## src/rtl/rst_seq.sv

```systemverilog
// Reset sequencer: turns the chip reset and the DCM lock indication into
// staged, synchronously released active-low resets (bus domain first, CPU
// after a fixed gap). It also services software reset requests and records
// why the last reset sequence started.
module rst_seq #(
  parameter int SYNC_STAGES = 2,
  parameter int HOLD_CYCLES = 16,
  parameter int STAGE_GAP   = 8,
  parameter int CNT_W       = 8
) (
  input  logic       clk,
  input  logic       reset,
  input  logic       locked,
  input  logic       soft_rst_req,
  output logic       bus_reset,
  output logic       cpu_reset,
  output logic       rst_busy,
  output logic [1:0] rst_cause
);

  localparam logic [1:0] CAUSE_POR  = 2'b00;
  localparam logic [1:0] CAUSE_LOCK = 2'b01;
  localparam logic [1:0] CAUSE_SOFT = 2'b10;

  localparam logic [CNT_W-1:0] HOLD_LAST = CNT_W'(HOLD_CYCLES - 1);
  localparam logic [CNT_W-1:0] GAP_LAST  = CNT_W'(STAGE_GAP - 1);

  typedef enum logic [1:0] {
    ASSERT = 2'd0,
    HOLD   = 2'd1,
    BUS_UP = 2'd2,
    RUN    = 2'd3
  } state_t;

  state_t                 state, state_n;
  logic [CNT_W-1:0]       cnt, cnt_n;
  logic                   bus_n, cpu_n, busy_n;
  logic [1:0]             cause_n;
  logic [SYNC_STAGES-1:0] sync_q;
  logic                   locked_s;

  // Bring the asynchronous lock indication into the clk domain.
  always_ff @(posedge clk or negedge reset) begin
    if (!reset) sync_q <= '0;
    else        sync_q <= {sync_q[SYNC_STAGES-2:0], locked};
  end

  assign locked_s = sync_q[SYNC_STAGES-1];

  // State, counter and registered reset outputs.
  always_ff @(posedge clk or negedge reset) begin
    if (!reset) begin
      state     <= ASSERT;
      cnt       <= '0;
      bus_reset <= 1'b0;
      cpu_reset <= 1'b0;
      rst_busy  <= 1'b1;
      rst_cause <= CAUSE_POR;
    end else begin
      state     <= state_n;
      cnt       <= cnt_n;
      bus_reset <= bus_n;
      cpu_reset <= cpu_n;
      rst_busy  <= busy_n;
      rst_cause <= cause_n;
    end
  end

  // Sequencing: lock loss outranks everything, soft reset is honoured only
  // in RUN and restarts at HOLD because the clock is already known good.
  always_comb begin
    state_n = state;
    cnt_n   = cnt;
    bus_n   = bus_reset;
    cpu_n   = cpu_reset;
    busy_n  = rst_busy;
    cause_n = rst_cause;
    if (state != ASSERT && !locked_s) begin
      state_n = ASSERT;
      cnt_n   = '0;
      bus_n   = 1'b0;
      cpu_n   = 1'b0;
      busy_n  = 1'b1;
      cause_n = CAUSE_LOCK;
    end else begin
      unique case (state)
        ASSERT: begin
          bus_n  = 1'b0;
          cpu_n  = 1'b0;
          busy_n = 1'b1;
          cnt_n  = '0;
          if (locked_s) state_n = HOLD;
        end
        HOLD: begin
          if (cnt == HOLD_LAST) begin
            state_n = BUS_UP;
            bus_n   = 1'b1;
            cnt_n   = '0;
          end else begin
            cnt_n = cnt + CNT_W'(1);
          end
        end
        BUS_UP: begin
          if (cnt == GAP_LAST) begin
            state_n = RUN;
            cpu_n   = 1'b1;
            busy_n  = 1'b0;
            cnt_n   = '0;
          end else begin
            cnt_n = cnt + CNT_W'(1);
          end
        end
        RUN: begin
          if (soft_rst_req) begin
            state_n = HOLD;
            cnt_n   = '0;
            bus_n   = 1'b0;
            cpu_n   = 1'b0;
            busy_n  = 1'b1;
            cause_n = CAUSE_SOFT;
          end
        end
        default: state_n = ASSERT;
      endcase
    end
  end

endmodule

```

## config.mk

```make
export PLATFORM = sky130hd
export DESIGN_NAME = rst_seq
export DESIGN_NICKNAME = d
export VERILOG_FILES = /design/src/rtl/rst_seq.sv
export SDC_FILE = /design/constraint.sdc
export NUM_CORES = 1
export LEC_CHECK = 0
export CORE_ASPECT_RATIO = 0.75
export CORE_MARGIN = 10
export CORE_UTILIZATION = 34
export CTS_CLUSTER_SIZE = 12
export DETAILED_ROUTE_END_ITERATION = 10
export PLACE_DENSITY = 0.52
export RECOVER_POWER = 100
export SYNTH_ARGS = -nofsm -noshare
export SYNTH_HDL_FRONTEND = slang
export SYNTH_SLANG_ARGS = --single-unit
```

## constraint.sdc

```tcl
create_clock -name clk -period 1.9 [get_ports clk]
set_input_delay 0.475 -clock clk [delete_from_list [all_inputs] [get_ports clk]]
set_output_delay 0.475 -clock clk [all_outputs]
set_load 0.01 [all_outputs]
```

Word-level counts from Yosys, hierarchy flattened
Index checks and enable logic that the tools add are counted.
{"block": "totals", "register_bits": 17, "out_inout_bits": 5, "elab_cells": 54}
{"block": "classes", "addsub": 1, "n_eq_ne": 9, "mux": 25, "n_reduce_logical": 12}
{"operator": "8-bit two-way mux", "n": 4}
{"operator": "8-bit case mux with 4 select lines", "n": 1}
{"operator": "2-bit two-way mux", "n": 8}
{"operator": "3-bit inequality test (second input constant)", "n": 4}
{"operator": "1-bit case mux with 3 select lines", "n": 3}
{"operator": "8-bit by 1-bit adder with 8-bit output (second input constant)", "n": 1}
{"operator": "8-bit by 3-bit == test with 1-bit output (second input constant)", "n": 1}
{"operator": "8-bit by 4-bit == test with 1-bit output (second input constant)", "n": 1}
{"operator": "1-bit two-way mux", "n": 8}
{"operator": "2-bit case mux with 4 select lines", "n": 1}
{"operator": "4-bit nonzero test", "n": 2}
{"operator": "3-bit AND reduction", "n": 2}
{"operator": "2-bit nonzero test", "n": 3}
{"operator": "2-bit == test (second input constant)", "n": 2}
{"operator": "4-bit AND reduction", "n": 1}
{"operator": "2-bit by 1-bit == test with 1-bit output (second input constant)", "n": 1}
{"operator": "2-bit logical NOT", "n": 1}
{"operator": "2-bit AND reduction", "n": 1}
{"operator": "1-bit logical AND", "n": 1}
{"operator": "1-bit logical NOT", "n": 1}

Depth between registers and ports, before layout
Gate-level depths: netlist of the first run.
{"block": "logic_depth", "word_depth": 4, "depth_mapped": 7, "depth_no_buf": 6}

Least setup slack after synthesis of the first run
No wires, ideal clock.
{"block": "synth_timing", "kind": "register -> register", "startpoint": "register state[0]", "endpoint": "register cnt[3]", "setup_ps": 121, "arrival_time_ps": 1706, "required_ps": 1779, "path_slack_ps": 73, "stages_incl_launch_ff": 8, "path_buffers": 1, "period_less_slack_ps": 1827, "cell_sequence": "dfrtp_1 > inv_1 > ha_1 > or2_2 > clkbuf_1 > nand2_1 > o21ai_0 > a22o_1"}
{"block": "synth_via", "elab_chain_cells": 3, "elab_cells_between_ends": 9, "classes_between": "eq/ne (4); mux (2); reduce/logical (3)"}
{"item": "from (decl)", "line_no": "35", "text": "state_t state, state_n;"}
{"item": "from (signal assigned)", "line_no": "60", "text": "state <= state_n;"}
{"item": "2-bit == test, or another cell as far along", "line_no": "86", "text": "unique case (state)"}
{"item": "8-bit case mux with 4 select lines / 1-bit logical AND (equally long branches)", "line_no": "86, 78"}
{"item": "8-bit two-way mux / 3-bit inequality test (equally long branches)"}
{"item": "to (signal assigned)", "line_no": "61", "text": "cnt <= cnt_n;"}
{"item": "to (decl)", "line_no": "36", "text": "logic [CNT_W-1:0] cnt, cnt_n;"}
Parallel ways exist; a longest one is shown, timed or not.
A chain may end at the register's enable or synchronous reset.

Worst setup path after layout of the first run
{"block": "layout_timing", "startpoint": "register rst_busy", "endpoint": "output port rst_busy"}
{"item": "from (decl)", "line_no": "17", "text": "output logic rst_busy,"}
{"item": "from (signal assigned)", "line_no": "64", "text": "rst_busy <= busy_n;"}
No word-level cell between the ends.

==> flow_metrics.env, run 1 <==
export IMPL_area_growth_pct=27.0
export IMPL_path_clk_slew_ps=60
export IMPL_core_area_sq_um=2720
export IMPL_wl_um=2310
export IMPL_hold_violations=0
export IMPL_cp_end_kind="primary output"
export IMPL_grt_max_degree=11
export IMPL_whs_ps=352
export IMPL_ys_types=41
export IMPL_cts_path_max_buffers=2
export IMPL_chipHeight_um=67.1
export IMPL_post_route_min_period_ps=1790
export IMPL_fillCellCount=276
export IMPL_ys_async_sr_fraction_pct=100
export IMPL_drt_pass1_iter_count=4
export IMPL_setup_violations=0
export IMPL_fin_util_pct=46.9
export IMPL_critPathMaxFanout=2
export IMPL_die_w_um=82.8
export IMPL_clock_skew_ps=6.54
export IMPL_fin_crit_sh_pct=94.3
export IMPL_syn_cell_area_sq_um=1010
export IMPL_ys_flop_type="dfrtp_1"
export IMPL_cts_root_buf="clkbuf_8"
export IMPL_maxSlewHeadroom_pct=64.8
export IMPL_routabilityCongestion=0.819
export IMPL_synth_top_area_cell="dfrtp_1"
export IMPL_critPathMaxStageDelay_ps=540
export IMPL_vias=873
export IMPL_cp_buffers_inverters=1
export IMPL_grt_pass1_vias=855
export IMPL_syn_mean_instance_area_sq_um=9.77
export IMPL_io_buffers=8
export IMPL_cp_start_kind="register"
export IMPL_clock_sinks=17
export IMPL_syn_nets=113
export IMPL_grt_ovfl_total=0
export IMPL_cts_max_level=1
export IMPL_netlist_top_cells_area="dfrtp_1, ha_1, o21ai_0, a22o_1, nand2_1"
export IMPL_path_cells="clkdlybuf4s50_1"
export IMPL_avgRoutedWirePerCell_um=14.3
export IMPL_cp_data_arrival_time_ps=1320
export IMPL_synth_seq_cells=17
export IMPL_cts_tree="done"
export IMPL_synth_edf_count=0
export IMPL_dp_hpwl_um=1850
export IMPL_initial_core_util_pct=36.9
export IMPL_cp_required_ps=1420
export IMPL_drtIter0Drc=90
export IMPL_antenna_found_initial=0
export IMPL_crit_family="buffers and inverters"
export IMPL_remaining_drc_errors=0
export IMPL_numCtsBuffers=3
export IMPL_peakVddDrop_mv=0.455
export IMPL_antenna_cells=0
export IMPL_rsz0062_at_grt="no"
export IMPL_rows=16
export IMPL_io_pins=9
export IMPL_hold_path_class="register to register"
export IMPL_die_area_sq_um=5560
export IMPL_netlist_instances=103
export IMPL_nNetsFinal=137
export IMPL_synthMostInstantiatedCell="dfrtp_1"
export IMPL_status="finished clean"
export IMPL_max_freq_mhz=558
export IMPL_cp_slowest_cell="clkdlybuf4s50_1"
export IMPL_criticalPathCategory="register to primary output"
export IMPL_maxCapViolations=0
export IMPL_synth_common_cells="dfrtp_1, nand2_1, o21ai_0"
export IMPL_grt_usage_pct=8.72
export IMPL_power_density_nw_per_um2=1150
export IMPL_drive_above_1_share_pct=20.6
export IMPL_p_leak_uw=0.000581
export IMPL_grt_pass1_wl_um=3910
export IMPL_ys_seq_area_share_pct=42.4
export IMPL_ys_warnings_count=0
export IMPL_synth_top_area_share_pct=39.8
export IMPL_antenna_left=0
export IMPL_cts_hold_buf=0
export IMPL_clk_latency_ps=250
export IMPL_slew_violations=0
export IMPL_viasPerCell=5.39
export IMPL_tightest_slew_ps=528
## where the power goes
group          switching (uW)  internal, uW  total, uW
clock                     124           146        269
combinational             386           355        741
sequential               48.5           414        463
total                     558           915       1470
## metal layers
metal | GRT usage, % | vias up | routed length [um]
met4 | 3.18 | 0 | 16
li1 | - | 435 | -
met3 | 4.01 | 2 | 215
met5 | 0 | - | 0
met1 | 10.9 | 406 | 1110
met2 | 13.0 | 30 | 973
## final cells by class
type / instances / area [sq um] / share of cell area, %
Multi-Input combinational cell: 81 / 581 / 45.4
Sequential cell: 17 / 428 / 33.5
Timing Repair Buffer: 21 / 166 / 13.0
Tap cell: 36 / 45.0 / 3.53
Clock buffer: 3 / 41.3 / 3.23
Inverter: 3 / 11.3 / 0.881
Clock inverter: 1 / 5.00 / 0.392
## kinds of logic (layout without fill, tap and decap cells)
logic type      after synthesis  count (layout)  synth area share, %
compound gates               34              34                 23.9
fa+ha+maj                     6               6                 7.46
buf+inv                       5              28                 1.99
flops                        17              17                 42.4
mux                           3               3                 3.11
simple gates                 38              38                 21.1
## registers in the layout (all words and copies together) (netlist names)
| signal | flops |
|---|---|
| rst_cause | 2 |
| cnt | 8 |
| rst_busy | 1 |
| bus_reset | 1 |
| sync_q | 2 |
| cpu_reset | 1 |
| state | 2 |
## cell usage in the layout (no fill, tap or decap), types with 2 or more instances in the layout
cell type        count
nand2b_1             4
buf_4                9
nor2_1               5
nor3_1               2
nor2b_1              4
dlygate4sd3_1        6
clkbuf_8             3
clkbuf_2             3
clkdlybuf4s50_1      2
nand2_1              9
dfrtp_1             15
nand3_1              2
nand4_1              2
mux2i_1              2
ha_1                 4
and3_1               4
a41o_1               2
inv_1                2
a21oi_1              5
o21ai_0              8
a22o_1               4
## repair_timing
action,in CTS,in global routing
buffers inserted,0,0
resized for setup,0,6
setup endpoints to repair,0,10
## path summary, 6_finish.rpt
| kind | start | endpoint | slack, ps | cells after the start |
|---|---|---|---|---|
| worst min-delay path | sync_q[0]$_DFF_PN0_ | sync_q[1]$_DFF_PN0_ | 350 | 0 |
| worst max register to register | state[0]$_DFFE_PN0P_ | cnt[5]$_DFFE_PN0P_ | 130 | 7 |
| worst max-delay path | rst_busy$_DFFE_PN1P_ | rst_busy | 110 | 1 |
| worst min register to register | sync_q[0]$_DFF_PN0_ | sync_q[1]$_DFF_PN0_ | 350 | 0 |
| max in group asynchronous | reset | cnt[6]$_DFFE_PN0P_ | 530 | 2 |
| min in group asynchronous | reset | state[0]$_DFFE_PN0P_ | 580 | 1 |
## stage by stage
step                TNS [ps]  instance area (sq um)  setup WS, ps  total power [uW]  instances
global route               0                   1280          25.6              1600        162
global placement           0                   1220          57.6              1200        158
CTS                        0                   1270          43.8              1480        162
detailed placement     -35.1                   1220         -35.1              1200        158
floorplan                  0                   1010          73.3               891        103
finish                     0                   1280           109              1470        162
No activity file was read; power rests on OpenSTA's default activity.
==> inputs of run 2 (changes only) <==
--- a/config.mk
+++ b/config.mk
@@ -8,7 +8,6 @@
 export CORE_ASPECT_RATIO = 0.75
 export CORE_MARGIN = 10
 export CORE_UTILIZATION = 34
-export CTS_CLUSTER_SIZE = 12
 export DETAILED_ROUTE_END_ITERATION = 10
 export PLACE_DENSITY = 0.52
 export RECOVER_POWER = 100
==> results of run 2 <==
No change in the layout: final DEF, timing and power equal those of run 1.
==> inputs of run 3 (changes only) <==
--- a/config.mk
+++ b/config.mk
@@ -5,12 +5,14 @@
 export SDC_FILE = /design/constraint.sdc
 export NUM_CORES = 1
 export LEC_CHECK = 0
+export ABC_CLOCK_PERIOD_IN_PS = 1900
 export CORE_ASPECT_RATIO = 0.75
 export CORE_MARGIN = 10
 export CORE_UTILIZATION = 34
 export DETAILED_ROUTE_END_ITERATION = 10
 export PLACE_DENSITY = 0.52
 export RECOVER_POWER = 100
+export SETUP_SLACK_MARGIN = 0.02
 export SYNTH_ARGS = -nofsm -noshare
 export SYNTH_HDL_FRONTEND = slang
 export SYNTH_SLANG_ARGS = --single-unit
==> results of run 3 <==
No change in the layout: final DEF, timing and power equal those of run 1.
==> variant 1: new RTL, settings of run 2 <==
Add an input register stage for `locked`, cleared by the reset; this delays it by one clock.
--- a/src/rtl/rst_seq.sv
+++ b/src/rtl/rst_seq.sv
@@ -33,4 +33,14 @@
   } state_t;
 
+  logic locked_q;
+
+  always_ff @(posedge clk or negedge reset) begin
+    if (!reset) begin
+      locked_q <= '0;
+    end else begin
+      locked_q <= locked;
+    end
+  end
+
   state_t                 state, state_n;
   logic [CNT_W-1:0]       cnt, cnt_n;
@@ -43,5 +53,5 @@
   always_ff @(posedge clk or negedge reset) begin
     if (!reset) sync_q <= '0;
-    else        sync_q <= {sync_q[SYNC_STAGES-2:0], locked};
+    else        sync_q <= {sync_q[SYNC_STAGES-2:0], locked_q};
   end
 
Function: changed (a bounded check fails within 10 cycles, from zero or initial values and one cycle with reset low).
==> variant 1 against run 2 <==
- the run now ends with setup timing left
- critical path depth rose by 3
- non-clock buffer count rose by 7
- synthesized area fell by 0.25%
- final area rose by 4.8%
- core utilization rose by 2.3 points
- wire length fell by 2.7%
- sequential cell count rose by 1
- sequential power rose by 2%
- power rose by 4.8%
- hold slack improved by 0.0035 ns
- die area fell by 0.18%
- count of clock-buffer cells in the layout rose by 1
- worst setup slack got worse by 0.14 ns
- critical endpoint is now state[0]
==> variant 1: results (changes against run 2) <==
{
  "final_setup_violation_count": {"value": 2, "change": "+2"},
  "placed_cell_area": {"value": 1277, "unit": "sq um", "change": "+4.7%"},
  "synthTopCellsByArea": {"value": "dfrtp_1 (42%), ha_1 (7.5%), a22o_1 (5.2%)"},
  "grt_first_pass_wirelength": {"value": 4057, "unit": "um", "change": "+3.7%"},
  "setup_total_negative_slack": {"value": -0.03351, "unit": "ns", "change": "-0.03351 ns"},
  "failed_checks": {"value": "setup timing"},
  "placed_cells": {"value": 163, "change": "+3.2%"},
  "globalRouteMet2Util": {"value": 0.1250, "change": "-0.004808"},
  "antenna_found_initial": {"value": 0, "change": "unchanged"},
  "pin_count_of_the_biggest_net_entering_global_routing": {"value": 19, "change": "+8"},
  "layout_fillers": {"value": 274, "change": "-0.72%"},
  "reg2regPathDepth": {"value": 4, "change": "-3"},
  "net_count_synth": {"value": 110, "change": "-2.7%"},
  "number_of_standard_cells_after_synthesis": {"value": 100, "change": "-2.9%"},
  "status": {"value": "finished, violations left"},
  "number_of_unique_standard_cell_types_used_by_synthesis": {"value": 32, "change": "-22%"},
  "multiplexer_area_fraction_after_synthesis": {"value": 0.02244, "change": "-0.008651"},
  "via_per_inst": {"value": 5.018, "change": "-6.9%"},
  "vias_in_the_first_global_route": {"value": 842, "change": "-1.5%"},
  "hold_path_depth": {"value": 0, "change": "unchanged"},
  "r2r_slack": {"value": -0.03, "unit": "ns", "change": "-0.16 ns"},
  "final_net_count": {"value": 142, "change": "+3.6%"},
  "routed_wl": {"value": 2251, "unit": "um", "change": "-2.7%"},
  "p_leak": {"value": 0.0006397, "unit": "uW", "change": "+10%"},
  "final_worst_path_setup_slack": {"value": -0.02718, "unit": "ns", "change": "-0.1358 ns"},
  "largest-register": {"value": "cnt"},
  "synth-compound-area-share": {"value": 0.2269, "change": "-0.01187"},
  "hpwl": {"value": 1745, "unit": "um", "change": "-5.6%"},
  "clock_skew": {"value": 0.0008195, "unit": "ns", "change": "-0.005719 ns"},
  "adder_and_majority_gate_portion_of_the_synthesized_area": {"value": 0.07481, "change": "+0.0001861"},
  "detail_route.iter0.violations": {"value": 47, "change": "-48%"},
  "met3_usage": {"value": 0.03753, "change": "-0.002564"},
  "finalWeightedCongestion": {"value": 0.7495, "change": "-8.5%"},
  "r2r-end": {"value": "state[0]"},
  "synth-seq-area-share": {"value": 0.4501, "change": "+0.02600"},
  "avgRoutedWirePerCell": {"value": 13.48, "unit": "um", "change": "-5.6%"},
  "grtUsageMet1": {"value": 0.1315, "change": "+0.02289"},
  "synth_common_cells": {"value": "dfrtp_1 (17), nand2_1 (11), nor2_1 (8)"},
  "r2r_start": {"value": "cnt[5]"},
  "seqCellArea": {"value": 451.7, "unit": "sq um", "change": "+5.6%"},
  "layout-drive-gt1-share": {"value": 0.2214, "change": "+0.01502"},
  "vdd.ir_drop.worst": {"value": 466.8, "unit": "uV", "change": "+2.5%"}
}
## variant 1: cell types whose count changed in the layout (fill, tap and decap cells not counted), moves of 3 or more
cell / run 2 / this run
buf_4: 9 / 13
nor2_1: 5 / 8
o21ai_1: 1 / 5
nor3_1: 2 / 5
nor4_1: 0 / 3
clkbuf_2: 3 / 0
and3_1: 4 / 1
o21ai_0: 8 / 1
## variant 1: cells by family (layout without fill, tap and decap cells)
group | Yosys count | in the layout
and+or+nand+nor | 42 | 42
muxes | 2 | 2
buffers and inverters | 4 | 35
DFF | 18 | 18
adders and majority gates | 6 | 6
AOI/OAI and AO/OA | 28 | 28
## variant 1: per-layer routing
metal  wire [um]  vias up
met5           0        -
li1            -      438
met2         904       12
met4           0        0
met1        1218      388
met3         128        0
## variant 1: timing repair
item	4_1_cts	5_1_grt
endpoints found under the setup margin	10	8
pin swaps	2	0
hold endpoints to repair	0	0
gates resized for setup	1	9
buffers inserted	0	1
## variant 1: report_power, final
part	internal (uW)	switching (uW)
Clock	184	120
Sequential	435	37.4
Combinational	371	396
## variant 1: layout make-up
cell class | instances | share of cell area
multi-input cells | 78 | 0.4103
flip-flops and latches | 18 | 0.3374
repair buffers | 28 | 0.1692
clock buffers | 4 | 0.04112
well taps | 36 | 0.03364
inverters | 3 | 0.008411
## variant 1: critical path: stages, from the launching register on
cell	delay, ns
dfrtp_1	0.38
or4_4	0.57
o311a_4	0.32
or3_1	0.30
o221a_1	0.24
## variant 1: per-stage QoR
step | hold slack (ns) | total power (uW) | setup WS (ns)
finish | 0.3555 | 1544 | -0.02718
global route | 0.3554 | 1677 | -0.06285
CTS | 0.3517 | 1576 | -0.02511
detailed placement | 0.3358 | 1243 | -0.07249
global placement | 0.3355 | 1239 | -0.05058
floorplan | 0.1794 | 939.6 | -0.06481
==> variant 2: new RTL, config.mk and constraints of run 2 <==
Made on the original files. `STAGE_GAP`: 8 -> 6.
--- a/src/rtl/rst_seq.sv
+++ b/src/rtl/rst_seq.sv
@@ -6,5 +6,5 @@
   parameter int SYNC_STAGES = 2,
   parameter int HOLD_CYCLES = 16,
-  parameter int STAGE_GAP   = 8,
+  parameter int STAGE_GAP   = 6,
   parameter int CNT_W       = 8
 ) (
Function: same outputs for any inputs over 10 cycles, from zero or initial values and one cycle with reset low; that may be too few to reach the edited logic, so the function may still have changed.
==> variant 2 against run 2 <==
- final area down 3.9%
- critical path depth increased by 4
- sequential cell count is the same
- synthesized area down 2.5%
- via count down 8.5%
- wire length shrank 8.1%
- power increased by 5.3%
- worst setup slack got worse by 0.027 ns
- sequential power rose by 6.0%
- critical endpoint is now cnt[5]
==> variant 2: results (changes against run 2) <==
{
  "vdd.ir_drop.worst": {"value": 490.0, "unit": "uV", "change": "+7.6%"},
  "worst-endpoint-arrival": {"value": 1.95, "unit": "ns", "change": "+0.63 ns"},
  "avgRoutedWirePerCell": {"value": 13.46, "unit": "um", "change": "-5.8%"},
  "r2r_slack": {"value": 0.08, "unit": "ns", "change": "-0.05 ns"},
  "placed_cells": {"value": 154, "change": "-2.5%"},
  "post-place-ws": {"value": -0.007797, "unit": "ns", "change": "+0.02731 ns"},
  "synthTopCellsByArea": {"value": "dfrtp_1 (41%), ha_1 (7.7%), o21ai_0 (6.1%)"},
  "placed_cell_area": {"value": 1172, "unit": "sq um", "change": "-3.9%"},
  "grt_first_pass_wirelength": {"value": 3795, "unit": "um", "change": "-3.0%"},
  "reg2regPathDepth": {"value": 5, "change": "-2"},
  "met2_wirelength": {"value": 937, "unit": "um", "change": "-3.7%"},
  "finalWeightedCongestion": {"value": 0.8006, "change": "-2.3%"},
  "critical_path_source": {"value": "cnt[6]"},
  "tightestPinTransition": {"value": 0.9378, "unit": "ns", "change": "+0.4098 ns"},
  "met3_usage": {"value": 0.04290, "change": "+0.002798"},
  "pin_count_of_the_biggest_net_entering_global_routing": {"value": 18, "change": "+7"},
  "p_leak": {"value": 0.0005542, "unit": "uW", "change": "-4.6%"},
  "detail_route.iter0.violations": {"value": 16, "change": "-82%"},
  "sequential_power_share": {"value": 0.317, "change": "+0.003"},
  "cp-endpoint": {"value": "cnt[5]"},
  "status": {"value": "complete, no violations"},
  "adder_and_majority_gate_portion_of_the_synthesized_area": {"value": 0.07653, "change": "+0.001904"},
  "multiplexer_area_fraction_after_synthesis": {"value": 0.03189, "change": "+0.0007932"},
  "layout-drive-gt1-share": {"value": 0.1967, "change": "-0.009628"},
  "via_count": {"value": 799, "change": "-8.5%"},
  "vias_in_the_first_global_route": {"value": 814, "change": "-4.8%"},
  "clock_skew": {"value": 0.001315, "unit": "ns", "change": "-0.005224 ns"}
}
-- variant 2: cell types whose count changed after synthesis, sizes merged, moves of 3 or more --
cell and change:
nor2 -3, nand3 +3, nand2 +6, a22o -4, o21ai +5
-- variant 2: worst min-delay path by stage --
stage           endpoint  slack (ns)
5_1_grt        sync_q[1]        0.36
2_1_floorplan  bus_reset        0.18
3_5_place_dp   sync_q[1]        0.34
3_3_place_gp   sync_q[1]        0.33
4_1_cts        sync_q[1]        0.35
6_report       sync_q[1]        0.35
-- variant 2: cell type report --
class,instances,area [sq um]
timing repair buffer,18,151.4
clock buffer,4,45.04
sequential,17,426.7
multi-input combinational,78,540.5
fill,286,1455
inverter,5,18.77
tap,36,45.04
-- variant 2: critical path: stages, from the launching register on --
cell and delay, ns:
dfrtp_1 0.39, or4_4 0.58, o21ai_1 0.30, a21o_4 0.20
o21ai_0 0.09, o2bb2ai_1 0.14
-- variant 2: repair_timing --
item,CTS,global route
cloned,0,0
pin swaps,0,1
resized for setup,2,5
endpoints found under the setup margin,1,8
